### src/rtl/window_sched_pkg.sv
// -----------------------------------------------------------------------------
// window_sched_pkg
// Shared definitions for the window scheduler: FSM state encoding, the number
// of left-edge pad advances issued before each line, and a helper that sizes
// the wrap counters.
// -----------------------------------------------------------------------------
package window_sched_pkg;

    typedef enum logic [2:0] {
        ST_IDLE = 3'd0,
        ST_PRE  = 3'd1,
        ST_PASS = 3'd2,
        ST_POST = 3'd3,
        ST_DONE = 3'd4
    } state_e;

    // Left-edge pad advances per line (half of the 5-tap window).
    localparam int PRE_PADS = 2;

    // Bits needed to hold 0..max_val; never less than one bit.
    function automatic int cnt_bits(input int max_val);
        if (max_val < 1) begin
            return 1;
        end else begin
            return $clog2(max_val + 1);
        end
    endfunction

endpackage

### src/rtl/window_sched_cnt.sv
// -----------------------------------------------------------------------------
// window_sched_cnt
// Parameterised wrap counter: counts 0..MAX on each inc and returns to 0 after
// MAX, so the scheduler counters never overflow.
// Ports:
//   clock  in   single clock
//   reset  in   synchronous active-high clear
//   inc    in   count enable
//   count  out  current count (BITS wide)
// -----------------------------------------------------------------------------
module window_sched_cnt
    import window_sched_pkg::*;
#(
    parameter int MAX  = 1,
    parameter int BITS = 1
) (
    input  logic            clock,
    input  logic            reset,
    input  logic            inc,
    output logic [BITS-1:0] count
);

    localparam logic [BITS-1:0] MAX_V = BITS'(MAX);

    logic [BITS-1:0] count_r;

    // Count register: wraps to zero after reaching MAX.
    always_ff @(posedge clock) begin
        if (reset) begin
            count_r <= {BITS{1'b0}};
        end else if (inc) begin
            if (count_r == MAX_V) begin
                count_r <= {BITS{1'b0}};
            end else begin
                count_r <= count_r + BITS'(1);
            end
        end else begin
            count_r <= count_r;
        end
    end

    assign count = count_r;

endmodule

### src/rtl/window_sched.sv
// -----------------------------------------------------------------------------
// window_sched
// Feeds a raster pixel stream through a 5-tap horizontal window datapath,
// inserting edge pads at each line start/end and trimming the datapath
// pipeline lag so exactly WIDTH filtered pixels leave per line.
// Ports:
//   clock, reset            single clock, synchronous active-high reset
//   start                   pulse arming one frame (ignored while busy)
//   s_data/s_valid/s_ready  upstream pixel stream
//   dp_din/dp_validin       drive to the window datapath (validin = advance)
//   dp_dout                 registered datapath result
//   m_data/m_valid/m_ready  filtered output stream
//   m_sof/m_eol             first pixel of frame / last pixel of line
//   busy/frame_done         frame in progress / end-of-frame pulse
// Build option: WINDOW_SCHED_ZERO_PAD_EN makes the edge pads zero instead of
// replicating the edge pixels; ports and timing are unchanged.
// -----------------------------------------------------------------------------
module window_sched
    import window_sched_pkg::*;
#(
    parameter int WIDTH  = 640,
    parameter int HEIGHT = 480,
    parameter int DP_LAG = 4
) (
    input  logic       clock,
    input  logic       reset,
    input  logic       start,
    input  logic [7:0] s_data,
    input  logic       s_valid,
    output logic       s_ready,
    output logic [7:0] dp_din,
    output logic       dp_validin,
    input  logic [7:0] dp_dout,
    output logic [7:0] m_data,
    output logic       m_valid,
    input  logic       m_ready,
    output logic       m_sof,
    output logic       m_eol,
    output logic       busy,
    output logic       frame_done
);

    localparam int ADV_MAX = WIDTH + 1 + DP_LAG;
    localparam int AW      = cnt_bits(ADV_MAX);
    localparam int CW      = cnt_bits(WIDTH - 1);
    localparam int RW      = cnt_bits(HEIGHT - 1);

    localparam logic [AW-1:0] ADV_PRE_LAST  = AW'(PRE_PADS - 1);
    localparam logic [AW-1:0] ADV_FIRST_OUT = AW'(PRE_PADS + DP_LAG);
    localparam logic [AW-1:0] ADV_LAST      = AW'(ADV_MAX);
    localparam logic [CW-1:0] COL_LAST      = CW'(WIDTH - 1);
    localparam logic [RW-1:0] ROW_LAST      = RW'(HEIGHT - 1);

    state_e          state_r;
    logic [7:0]      last_pix_r;
    logic            m_valid_r;
    logic            m_sof_r;
    logic            m_eol_r;
    logic            frame_done_r;

    logic [AW-1:0]   adv_cnt_s;
    logic [CW-1:0]   col_cnt_s;
    logic [RW-1:0]   row_cnt_s;
    logic            adv_ok_s;
    logic            advance_s;
    logic            s_ready_s;
    logic [7:0]      dp_din_s;
    logic [7:0]      pre_pad_s;
    logic [7:0]      post_pad_s;
    logic            accept_s;
    logic            pre_done_s;
    logic            post_done_s;
    logic            out_win_s;

`ifdef WINDOW_SCHED_ZERO_PAD_EN
    assign pre_pad_s  = 8'd0;
    assign post_pad_s = 8'd0;
`else
    assign pre_pad_s  = s_data;
    assign post_pad_s = last_pix_r;
`endif

    // The datapath may only shift while no output is stuck waiting, so
    // dp_dout stays equal to the pending m_data.
    assign adv_ok_s = !(m_valid_r && !m_ready);

    // Per-state drive of the datapath and the upstream ready.
    always_comb begin
        s_ready_s = 1'b0;
        advance_s = 1'b0;
        dp_din_s  = 8'd0;
        case (state_r)
            ST_PRE: begin
                // Pads follow the line's first pixel, so wait until it is offered.
                advance_s = s_valid && adv_ok_s;
                dp_din_s  = pre_pad_s;
            end
            ST_PASS: begin
                s_ready_s = adv_ok_s;
                advance_s = s_valid && adv_ok_s;
                dp_din_s  = s_data;
            end
            ST_POST: begin
                advance_s = adv_ok_s;
                dp_din_s  = post_pad_s;
            end
            default: begin
                s_ready_s = 1'b0;
                advance_s = 1'b0;
                dp_din_s  = 8'd0;
            end
        endcase
    end

    assign accept_s    = (state_r == ST_PASS) && advance_s;
    assign pre_done_s  = (state_r == ST_PRE) && advance_s && (adv_cnt_s == ADV_PRE_LAST);
    assign post_done_s = (state_r == ST_POST) && advance_s && (adv_cnt_s == ADV_LAST);
    assign out_win_s   = (adv_cnt_s >= ADV_FIRST_OUT);

    window_sched_cnt #(.MAX(ADV_MAX), .BITS(AW)) u_adv_cnt (
        .clock (clock),
        .reset (reset),
        .inc   (advance_s),
        .count (adv_cnt_s)
    );

    window_sched_cnt #(.MAX(WIDTH - 1), .BITS(CW)) u_col_cnt (
        .clock (clock),
        .reset (reset),
        .inc   (accept_s),
        .count (col_cnt_s)
    );

    window_sched_cnt #(.MAX(HEIGHT - 1), .BITS(RW)) u_row_cnt (
        .clock (clock),
        .reset (reset),
        .inc   (post_done_s),
        .count (row_cnt_s)
    );

    // Frame sequencing, right-edge pixel capture and the end-of-frame pulse.
    always_ff @(posedge clock) begin
        if (reset) begin
            state_r      <= ST_IDLE;
            last_pix_r   <= 8'd0;
            frame_done_r <= 1'b0;
        end else begin
            frame_done_r <= 1'b0;
            case (state_r)
                ST_IDLE: begin
                    if (start) begin
                        state_r <= ST_PRE;
                    end
                end
                ST_PRE: begin
                    if (pre_done_s) begin
                        state_r <= ST_PASS;
                    end
                end
                ST_PASS: begin
                    if (accept_s) begin
                        last_pix_r <= s_data;
                        if (col_cnt_s == COL_LAST) begin
                            state_r <= ST_POST;
                        end
                    end
                end
                ST_POST: begin
                    if (post_done_s) begin
                        state_r <= (row_cnt_s == ROW_LAST) ? ST_DONE : ST_PRE;
                    end
                end
                ST_DONE: begin
                    // The final pixel is pending here; finish once it is taken.
                    if (!m_valid_r || m_ready) begin
                        frame_done_r <= 1'b1;
                        state_r      <= ST_IDLE;
                    end
                end
                default: begin
                    state_r <= ST_IDLE;
                end
            endcase
        end
    end

    // Output qualifiers: an advance inside the output window presents the
    // result on the next cycle; a pending output holds until m_ready.
    always_ff @(posedge clock) begin
        if (reset) begin
            m_valid_r <= 1'b0;
            m_sof_r   <= 1'b0;
            m_eol_r   <= 1'b0;
        end else if (advance_s) begin
            m_valid_r <= out_win_s;
            m_sof_r   <= (adv_cnt_s == ADV_FIRST_OUT) && (row_cnt_s == {RW{1'b0}});
            m_eol_r   <= (adv_cnt_s == ADV_LAST);
        end else if (m_ready) begin
            m_valid_r <= 1'b0;
            m_sof_r   <= 1'b0;
            m_eol_r   <= 1'b0;
        end else begin
            m_valid_r <= m_valid_r;
            m_sof_r   <= m_sof_r;
            m_eol_r   <= m_eol_r;
        end
    end

    assign s_ready    = s_ready_s;
    assign dp_validin = advance_s;
    assign dp_din     = dp_din_s;
    assign m_data     = dp_dout;
    assign m_valid    = m_valid_r;
    assign m_sof      = m_sof_r;
    assign m_eol      = m_eol_r;
    assign busy       = (state_r != ST_IDLE);
    assign frame_done = frame_done_r;

endmodule
### config.mk
export PLATFORM = sky130hd
export DESIGN_NAME = window_sched
export DESIGN_NICKNAME = d
export VERILOG_FILES = /design/src/rtl/window_sched_pkg.sv /design/src/rtl/window_sched_cnt.sv /design/src/rtl/window_sched.sv
export SDC_FILE = /design/constraint.sdc
export NUM_CORES = 1
export LEC_CHECK = 0
export CORE_ASPECT_RATIO = 1.2
export CORE_MARGIN = 2
export CORE_UTILIZATION = 47
export CTS_CLUSTER_SIZE = 24
export DETAILED_ROUTE_END_ITERATION = 16
export GPL_ROUTABILITY_DRIVEN = 0
export MAX_ROUTING_LAYER = met4
export PLACE_DENSITY = 0.8
export SLEW_MARGIN = 10
export SYNTH_ARGS = -nofsm -noshare
export SYNTH_HDL_FRONTEND = slang
export SYNTH_SLANG_ARGS = --single-unit
### constraint.sdc
create_clock -name clock -period 2.3 [get_ports clock]
set_input_delay 0.23 -clock clock [delete_from_list [all_inputs] [get_ports clock]]
set_output_delay 0.23 -clock clock [all_outputs]
set_load 0.02 [all_outputs]
==> results by group <==
Run status
  – Status: complete, no violations

Finish
  – Area grow syn2layout: 23.7%
  – Share of cells above drive strength 1: 13.1%
  – Final instance area: 2870 µm²
  – Inserted Diodes: 0
  – Cell Count, Final, Fillers Out: 397
  – Fin nets: 363
  – Commonest non-fill, non-tap cell in the layout: dfxtp_1
  – FILL cells: 450
  – Commonest cells after routing, fill and taps aside: dfxtp_1, nor2_1, nand2_1
  – Post-layout util: 59.4%

Worst hold path
  – Worst Hold Class: primary input to output pin
  – Hold Crit Depth: 0
  – Worst Hold Path EP: m_data[0]
  – Hold_sp: dp_dout[0]

Yosys
  – Mapped cell area: 2320 µm²
  – Asr flop ratio synth: 0%
  – Post-synth EDFFs: 0
  – Mapped Nets: 323
  – Synth Instances: 296
  – Post-synthesis sequential area ratio: 38.0%
  – Ys Warns: 0
  – Synthesized area per cell: 7.84 µm²
  – Ys flop type: dfxtp_1
  – Synth unique cells: 43
  – Synth Register Bits: 44

Power and ir drop
  – Total power: 1.47 mW
  – Cell Pwr Density: 513 nW/µm²
  – Peak VDD IR: 0.000360 V
  – Leakage: 0.986 nW

Place
  – DP Worst Slack: 6.76 ps
  – Post-DP Area: 2750 µm²
  – Port buffer count: 27
  – Detail Placement HPWL: 4090 µm
  – Cells after DPL: 387

CTS
  – Num CTS Buffers: 5
  – CTS max path bufs: 2
  – Cts hold-fix bufs: 0
  – Root buffer cell: clkbuf_8
  – CTS tree: yes
  – Skew-Pair Late Insertion Delay: 310 ps
  – Htree depth: 2
  – Reg clk slew, reported paths: 80 ps
  – Clock sinks: 44

GRT
  – Met1 usage: 25.0%
  – Antenna violations before repair: 0
  – Layer with the highest usage: met2
  – Aggregate global-route resource usage: 22.4%
  – Grt ovf: 0
  – First-pass GRT wire length: 9210 µm
  – Met3 usage: 4.16%
  – Largest net degree at the start of global routing: 14
  – Vias in the first global route: 2101
  – Met2 GRT Util: 39.5%

Critical path
  – Worst r2r path cells: 5
  – Most frequent CP cell: or4_1
  – Worst R2R Start: u_adv_cnt.count[5]
  – R2r endpoint: u_row_cnt.count[7]
  – Worst endpoint required time: 2550 ps
  – CP Launch Type: flip-flop
  – CP Max Fanout: 5
  – Slowest Stage Delay on Critical Path: 550 ps
  – Setup CP Type: flip-flop to flip-flop
  – CP Cell Sequence: or4_1 > or2_1 > or3_4 > or4_1 > a21oi_2
  – R2R Setup Slk: 70 ps
  – Crit path arrival time: 2470 ps
  – Critical Path Slowest Stage Cell: or4_1
  – Crit. End Element: flip-flop

Timing
  – Worst Tran Pin Value: 550 ps
  – Final Skew: 12.1 ps
  – Slew margin rel.: 63.0%
  – Setup TNS: 0 ps
  – Number of hold violations in the final report: 0
  – Hold WS: 460 ps
  – RSZ-0062 raised after global routing: no
  – Tcrit/Tclk final: 96.7%
  – Final Setup Violations: 0
  – Peak Freq: 449 MHz
  – Max-slew violations: 0
  – Worst setup margin: 74.9 ps
  – Post-layout minimum cycle time: 2230 ps

Die
  – Io pins: 44
  – Die area: 5520 µm²
  – Initial Util: 48.0%
  – Cell Rows: 28
  – Die Y: 81.0 µm
  – Core region area: 4830 µm²
  – Die W: 68.2 µm

Routing
  – Total number of vias: 2213
  – Final wirelength: 5560 µm
  – Drt drc: 0
  – ANT nets after route: 0
  – DRT iter0 DRCs: 166
  – 1st-pass router iterations: 5
  – Drt via density: 5.57
  – Avg WL per Cell: 14.0 µm

Job
  – Max-Cap Viols: 0
-- worst max-delay path by stage --
stage / depth (start not counted) / slack (ps) / end / startpoint
after floorplan: 6 / 10 / u_row_cnt.count[4] / u_adv_cnt.count[5]
after global placement: 7 / 30 / u_col_cnt.count[5] / m_ready
after detailed placement: 7 / 7 / u_col_cnt.count[5] / m_ready
after CTS: 5 / 10 / u_row_cnt.count[7] / u_adv_cnt.count[5]
after global routing: 5 / 10 / u_row_cnt.count[4] / u_adv_cnt.count[5]
final: 5 / 70 / u_row_cnt.count[7] / u_adv_cnt.count[5]
-- state kept, by name (all words and copies together) (netlist names) --
name and cells:
m_sof 1, u_adv_cnt.count 10, u_row_cnt.count 9, last_pix_r 8, frame_done 1, state_r 3
m_valid 1, u_col_cnt.count 10, m_eol 1
-- cell type report --
| cell class | count | area, µm² | share of cell area [%] |
|---|---|---|---|
| multi-input cells | 222 | 1310 | 45.5 |
| well taps | 60 | 75.1 | 2.62 |
| clock buffers | 7 | 86.3 | 3.01 |
| repair buffers | 55 | 483 | 16.8 |
| inverters | 8 | 30.0 | 1.05 |
| clock inverters | 1 | 7.51 | 0.262 |
| flip-flops and latches | 44 | 883 | 30.8 |
-- synthesized netlist by cell type, drive strengths merged (4+ instances only) --
master	count	area share [%]
nand4	10	2.7
xnor2	13	4.9
inv	7	1.1
o21ai	8	1.7
nor2	39	6.3
clkbuf	13	2.1
nand3	11	2.4
buf	10	3.2
nand2	36	5.8
nor3	12	2.6
nand3b	4	1.3
ha	6	3.2
or4	4	1.3
a21oi	23	5.0
a22oi	7	2.3
dfxtp	44	38
nor4	9	2.4
xor2	7	2.6
-- power breakdown --
| part | total [mW] | leakage, nW | internal, mW | switching, mW |
|---|---|---|---|---|
| combinational | 0.175 | 0.586 | 0.0883 | 0.0865 |
| clock | 0.517 | 0.0445 | 0.244 | 0.273 |
| sequential | 0.780 | 0.356 | 0.769 | 0.0113 |
-- routing by layer --
metal,up-vias,routed length (µm)
met1,1030,2240
met3,7,296
met4,0,87
li1,1108,-
met5,-,0
met2,68,2930
-- logic make-up (layout without fill, tap and decap cells) --
family / Yosys count / after routing / synth area share (%)
compound gates: 46 / 46 / 11.6
mux: 2 / 2 / 0.916
xor+xnor: 20 / 20 / 7.55
flops: 44 / 44 / 38.0
simple gates: 146 / 147 / 31.6
buf+inv: 31 / 71 / 6.63
fa+ha+maj: 7 / 7 / 3.67
-- timing repair --
item	CTS	global route
gates resized for setup	1	4
gates cloned	0	1
endpoints found under the setup margin	4	11
pin swaps	0	1
buffers inserted	0	1
-- worst max-delay path, delay by kind of cell, from the launching register on --
kind | cells | cell delay, ps
AOI/OAI and AO/OA | 1 | 140
DFF | 1 | 310
and+or+nand+nor | 4 | 1720
Note: power is estimated with default switching activity, not from simulation.
==> variant 1: new RTL, same flow settings <==
Build with the macro `WINDOW_SCHED_ZERO_PAD_EN` defined.
--- a/src/rtl/window_sched.sv
+++ b/src/rtl/window_sched.sv
@@ -17,2 +17,4 @@
 // -----------------------------------------------------------------------------
+`define WINDOW_SCHED_ZERO_PAD_EN
+
 module window_sched
Check against the original RTL: not equivalent (a bounded check fails within 4 cycles, from zero or initial values and one cycle with reset high).
==> variant 1 against the original RTL <==
Count of clock-buffer cells in the layout decreased by 2. Synthesized cell count shrank 16%. Sequential share of layout area down 2.4 points. Sequential cell count fell by 8. Design area down 11%. Worst hold slack about the same. Synthesized area fell by 8.0%. Clock skew is 0.00059 ns lower. Total power shrank 13%. Routed wire length decreased by 10%. Worst setup slack gained 0.079 ns. Cell count down 17%. Highest routed layer unchanged.
==> variant 1: results (changes against the original RTL) <==
- Vias in the first global route: 1,841 (-12%)
- CP max stage cell: clkdlybuf4s50_1
- Main area contributors after synthesis: dfxtp_1, a21oi_1, o31ai_1, buf_4, ha_1
- Layout cell share with drive strength beyond 1: 0.1055 (-0.02511)
- Final Hold Violating Endpoints: 0 (unchanged)
- CP max FO: 8 (+3)
- CTS buffer count: 5 (unchanged)
- Number of setup buffers added after CTS: 0 (unchanged)
- Post-layout util: 0.5876 (-0.006062)
- Lkg Pwr: 0.0008436 uW (-14%)
- Switch Pwr: 294.3 uW (-21%)
- First-pass GRT wire length: 8266 um (-10%)
- Root Driver: clkbuf_8
- Wirelength per Cell: 15.08 um (+7.6%)
- Sequential share of power: 0.494 (-0.036)
- Worst clock skew: 0.01149 ns (-0.0005914 ns)
- Largest net degree at the start of global routing: 18 (+4)
- Synth Net Count: 276 (-15%)
- Status: finished, final reports clean
- DR WL met2: 2445 um (-17%)
- Clk pwr share: 0.435 (+0.084)
- Antenna Cells: 0 (unchanged)
- Post-cts sizing count: 0 (-1)
- M1 wire length: 2116 um (-5.7%)
- Pre-Repair DR Iteration Count: 4 (-1)
- Clock Path Buffers: 2 (unchanged)
- Total track usage: 0.2103 (-0.01392)
- Vias/cell: 6.021 (+8.0%)
- Initial DRC count: 105 (-37%)
- Crit path DAT: 1.92 ns (-0.55 ns)
- Ys async rst share: 0 (unchanged)
- Yosys Warn Count: 0 (unchanged)
- Worst slew pin tran: 0.4376 ns (-0.1127 ns)
- Crit-path leading delay family: buffers and inverters
- Top cells by count, synth: dfxtp_1, a21oi_1, nor2_1
- Hold Path Class: in -> out
- Initial antenna violation count: 0 (unchanged)
- Peak VDD IR: 0.3955 mV (+10%)
- CP max stage delay: 0.60 ns (+0.05 ns)
- Final Max Slew Viols: 0 (unchanged)
- M1 GR Usage: 0.2410 (-0.008811)
- Pwr dens: 506.3 mW/mm^2 (-1.3%)
- M2 GR Usage: 0.3500 (-0.04515)
- Met3 WL post-DR: 326 um (+10%)
- Post-synthesis cell type count: 51 (+19%)
- Port Buffer Count: 27 (unchanged)
- Highest metal used: met4
- Nets: 301 (-17%)
- Met3 usage: 0.04348 (+0.001927)
- Worst-Skew Late Latency: 0.29 ns (-0.02 ns)
- H-Tree Depth: 2 (unchanged)
- Hpwl dp: 3646 um (-11%)
- Post-synthesis sequential area ratio: 0.3376 (-0.04188)
## variant 1: cell types whose count changed after synthesis, moves of 9 or more
cell,before,now
xnor2_1,13,2
o31ai_1,2,11
nor2_1,39,16
clkbuf_1,13,3
nand2_1,36,11
## variant 1: cell type report
cell class | instances | area (um^2)
Clock buffer | 5 | 68.82
Clock inverter | 3 | 42.54
Fill cell | 391 | 1784
Inverter | 8 | 30.03
Multi-Input combinational cell | 187 | 1272
Sequential cell | 36 | 720.7
Tap cell | 56 | 70.07
Timing Repair Buffer | 36 | 337.8
## variant 1: logic make-up after synthesis
group,after synthesis,synth area share
buffers and inverters,26,0.06623
AOI/OAI and AO/OA,54,0.1706
xor gates and xnor gates,8,0.03283
muxes,1,0.004690
and+or+nand+nor,117,0.3464
adders and majority gates,7,0.04162
DFF,36,0.3376
## variant 1: per-stage QoR
| stage | instances | cell area [um^2] | hold WS [ns] | worst slack [ns] |
|---|---|---|---|---|
| after detailed placement | 322 | 2424 | 0.4601 | 0.1869 |
| final | 331 | 2542 | 0.4600 | 0.1538 |
| after CTS | 330 | 2535 | 0.4601 | 0.06057 |
| after global placement | 322 | 2424 | 0.4601 | 0.2021 |
| after floorplan | 249 | 2135 | 0.4164 | 0.7064 |
| after global routing | 331 | 2542 | 0.4600 | 0.09035 |
## variant 1: path summary, 6_finish.rpt
kind,slack [ns],depth (start not counted),start,endpoint
hold reg to reg,0.49,2,m_eol,m_eol
setup reg to reg,0.39,5,state_r[0],u_col_cnt.count[9]
setup / recovery,0.15,4,state_r[0],dp_validin
hold / removal,0.46,0,dp_dout[3],m_data[3]
==> variant 2: new RTL, same settings <==
Without the edit above. The 5 states of `state_e` get a one-hot encoding in 5 bits.
--- a/src/rtl/window_sched_pkg.sv
+++ b/src/rtl/window_sched_pkg.sv
@@ -8,8 +8,8 @@
 
-    typedef enum logic [2:0] {
-        ST_IDLE = 3'd0,
-        ST_PRE  = 3'd1,
-        ST_PASS = 3'd2,
-        ST_POST = 3'd3,
-        ST_DONE = 3'd4
+    typedef enum logic [4:0] {
+        ST_IDLE = 5'b00001,
+        ST_PRE  = 5'b00010,
+        ST_PASS = 5'b00100,
+        ST_POST = 5'b01000,
+        ST_DONE = 5'b10000
     } state_e;
Function: same outputs for any inputs over 10 cycles, from zero or initial values and one cycle with reset high; not proved beyond that.
==> variant 2 against the original RTL <==
Synthesized area is 14% higher. Count of clock-buffer cells in the layout is 1 lower. Total power is 18% higher. Worst setup slack improved by 0.043 ns. Sequential share of layout area fell by 1.3 points. Register-to-register slack better by 0.21 ns. Core utilization decreased by 1.2 points. Design area is 8.9% higher. Routed wire length rose by 15%. Sequential cell count is 2 higher. Largest cell class unchanged.
==> variant 2: results (changes against the original RTL) <==
- Met3 WL post-DR: 263 um (-11%)
- Wirelength per Cell: 15.65 um (+12%)
- Total track usage: 0.2211 (-0.003110)
- Flop2flop setup slack: 0.28 ns (+0.21 ns)
- Int Power: 1348 uW (+22%)
- Synth Net Count: 347 (+7.4%)
- Status: finished, final reports clean
- Hpwl dp: 4588 um (+12%)
- M2 GR Usage: 0.3620 (-0.03318)
- DR WL met2: 3174 um (+8.2%)
- Post-synthesis cell type count: 51 (+19%)
- Top cells by count, synth: dfxtp_1, a21oi_1, nand3_1
- Non-CTS buffers: 47 (-15%)
- Worst slew pin tran: 0.4070 ns (-0.1432 ns)
- Final sequential cell count: 46 (+4.5%)
- Register Area: 920.9 um^2 (+4.2%)
- Layout cell share with drive strength beyond 1: 0.1182 (-0.01241)
- Period utilization: 0.9488 (-0.01862)
- First-pass GRT wire length: 10,910 um (+18%)
- M1 wire length: 2818 um (+26%)
- Switch Pwr: 393.7 uW (+6.2%)
- Placed insts: 401 (+3.6%)
- Clock network area share: 0.04564 (+0.01294)
- M1 GR Usage: 0.2706 (+0.02084)
- Reg2reg path depth: 6 (+1)
- CLK BUF: 6 (-1)
- Lkg Pwr: 0.001067 uW (+8.2%)
- Crit path DAT: 1.95 ns (-0.52 ns)
- Vias: 2,585 (+17%)
- CP max FO: 6 (+1)
- Peak VDD IR: 0.3567 mV (-0.85%)
- Met3 usage: 0.03760 (-0.003948)
- Multi-input gates: 235 (+5.9%)
==> variant 2: what timing repair did <==
item,CTS,global route
resized for setup,9,2
hold buffers,0,0
setup endpoints to repair,8,2
buffers inserted,0,0
==> variant 2: cells by family (layout without fill, tap and decap cells) <==
logic type      after synthesis  count (layout)  share of synthesized area
xor+xnor                      1               1                   0.003321
compound gates              101             101                     0.2538
fa+ha+maj                     6               6                    0.02846
flops                        46              46                     0.3491
simple gates                126             126                     0.2827
mux                           1               1                   0.004269
buf+inv                      39              66                    0.07827
==> variant 2: worst max path at each step <==
stage,startpoint,to,depth (start not counted)
floorplan,state_r[0],u_adv_cnt.count[1],7
global placement,s_valid,state_r[1],6
detailed placement,state_r[4],dp_din[5],5
CTS,state_r[0],dp_validin,5
global route,state_r[2],s_ready,4
finish,state_r[2],s_ready,4
==> variant 2: worst register-to-register path, stage by stage (launching register included) <==
cell and delay, ns:
dfxtp_1 0.35, buf_4 0.17, nor4b_2 0.34, a22oi_2 0.11, buf_4 0.25, o41a_1 0.45
o2111a_1 0.26
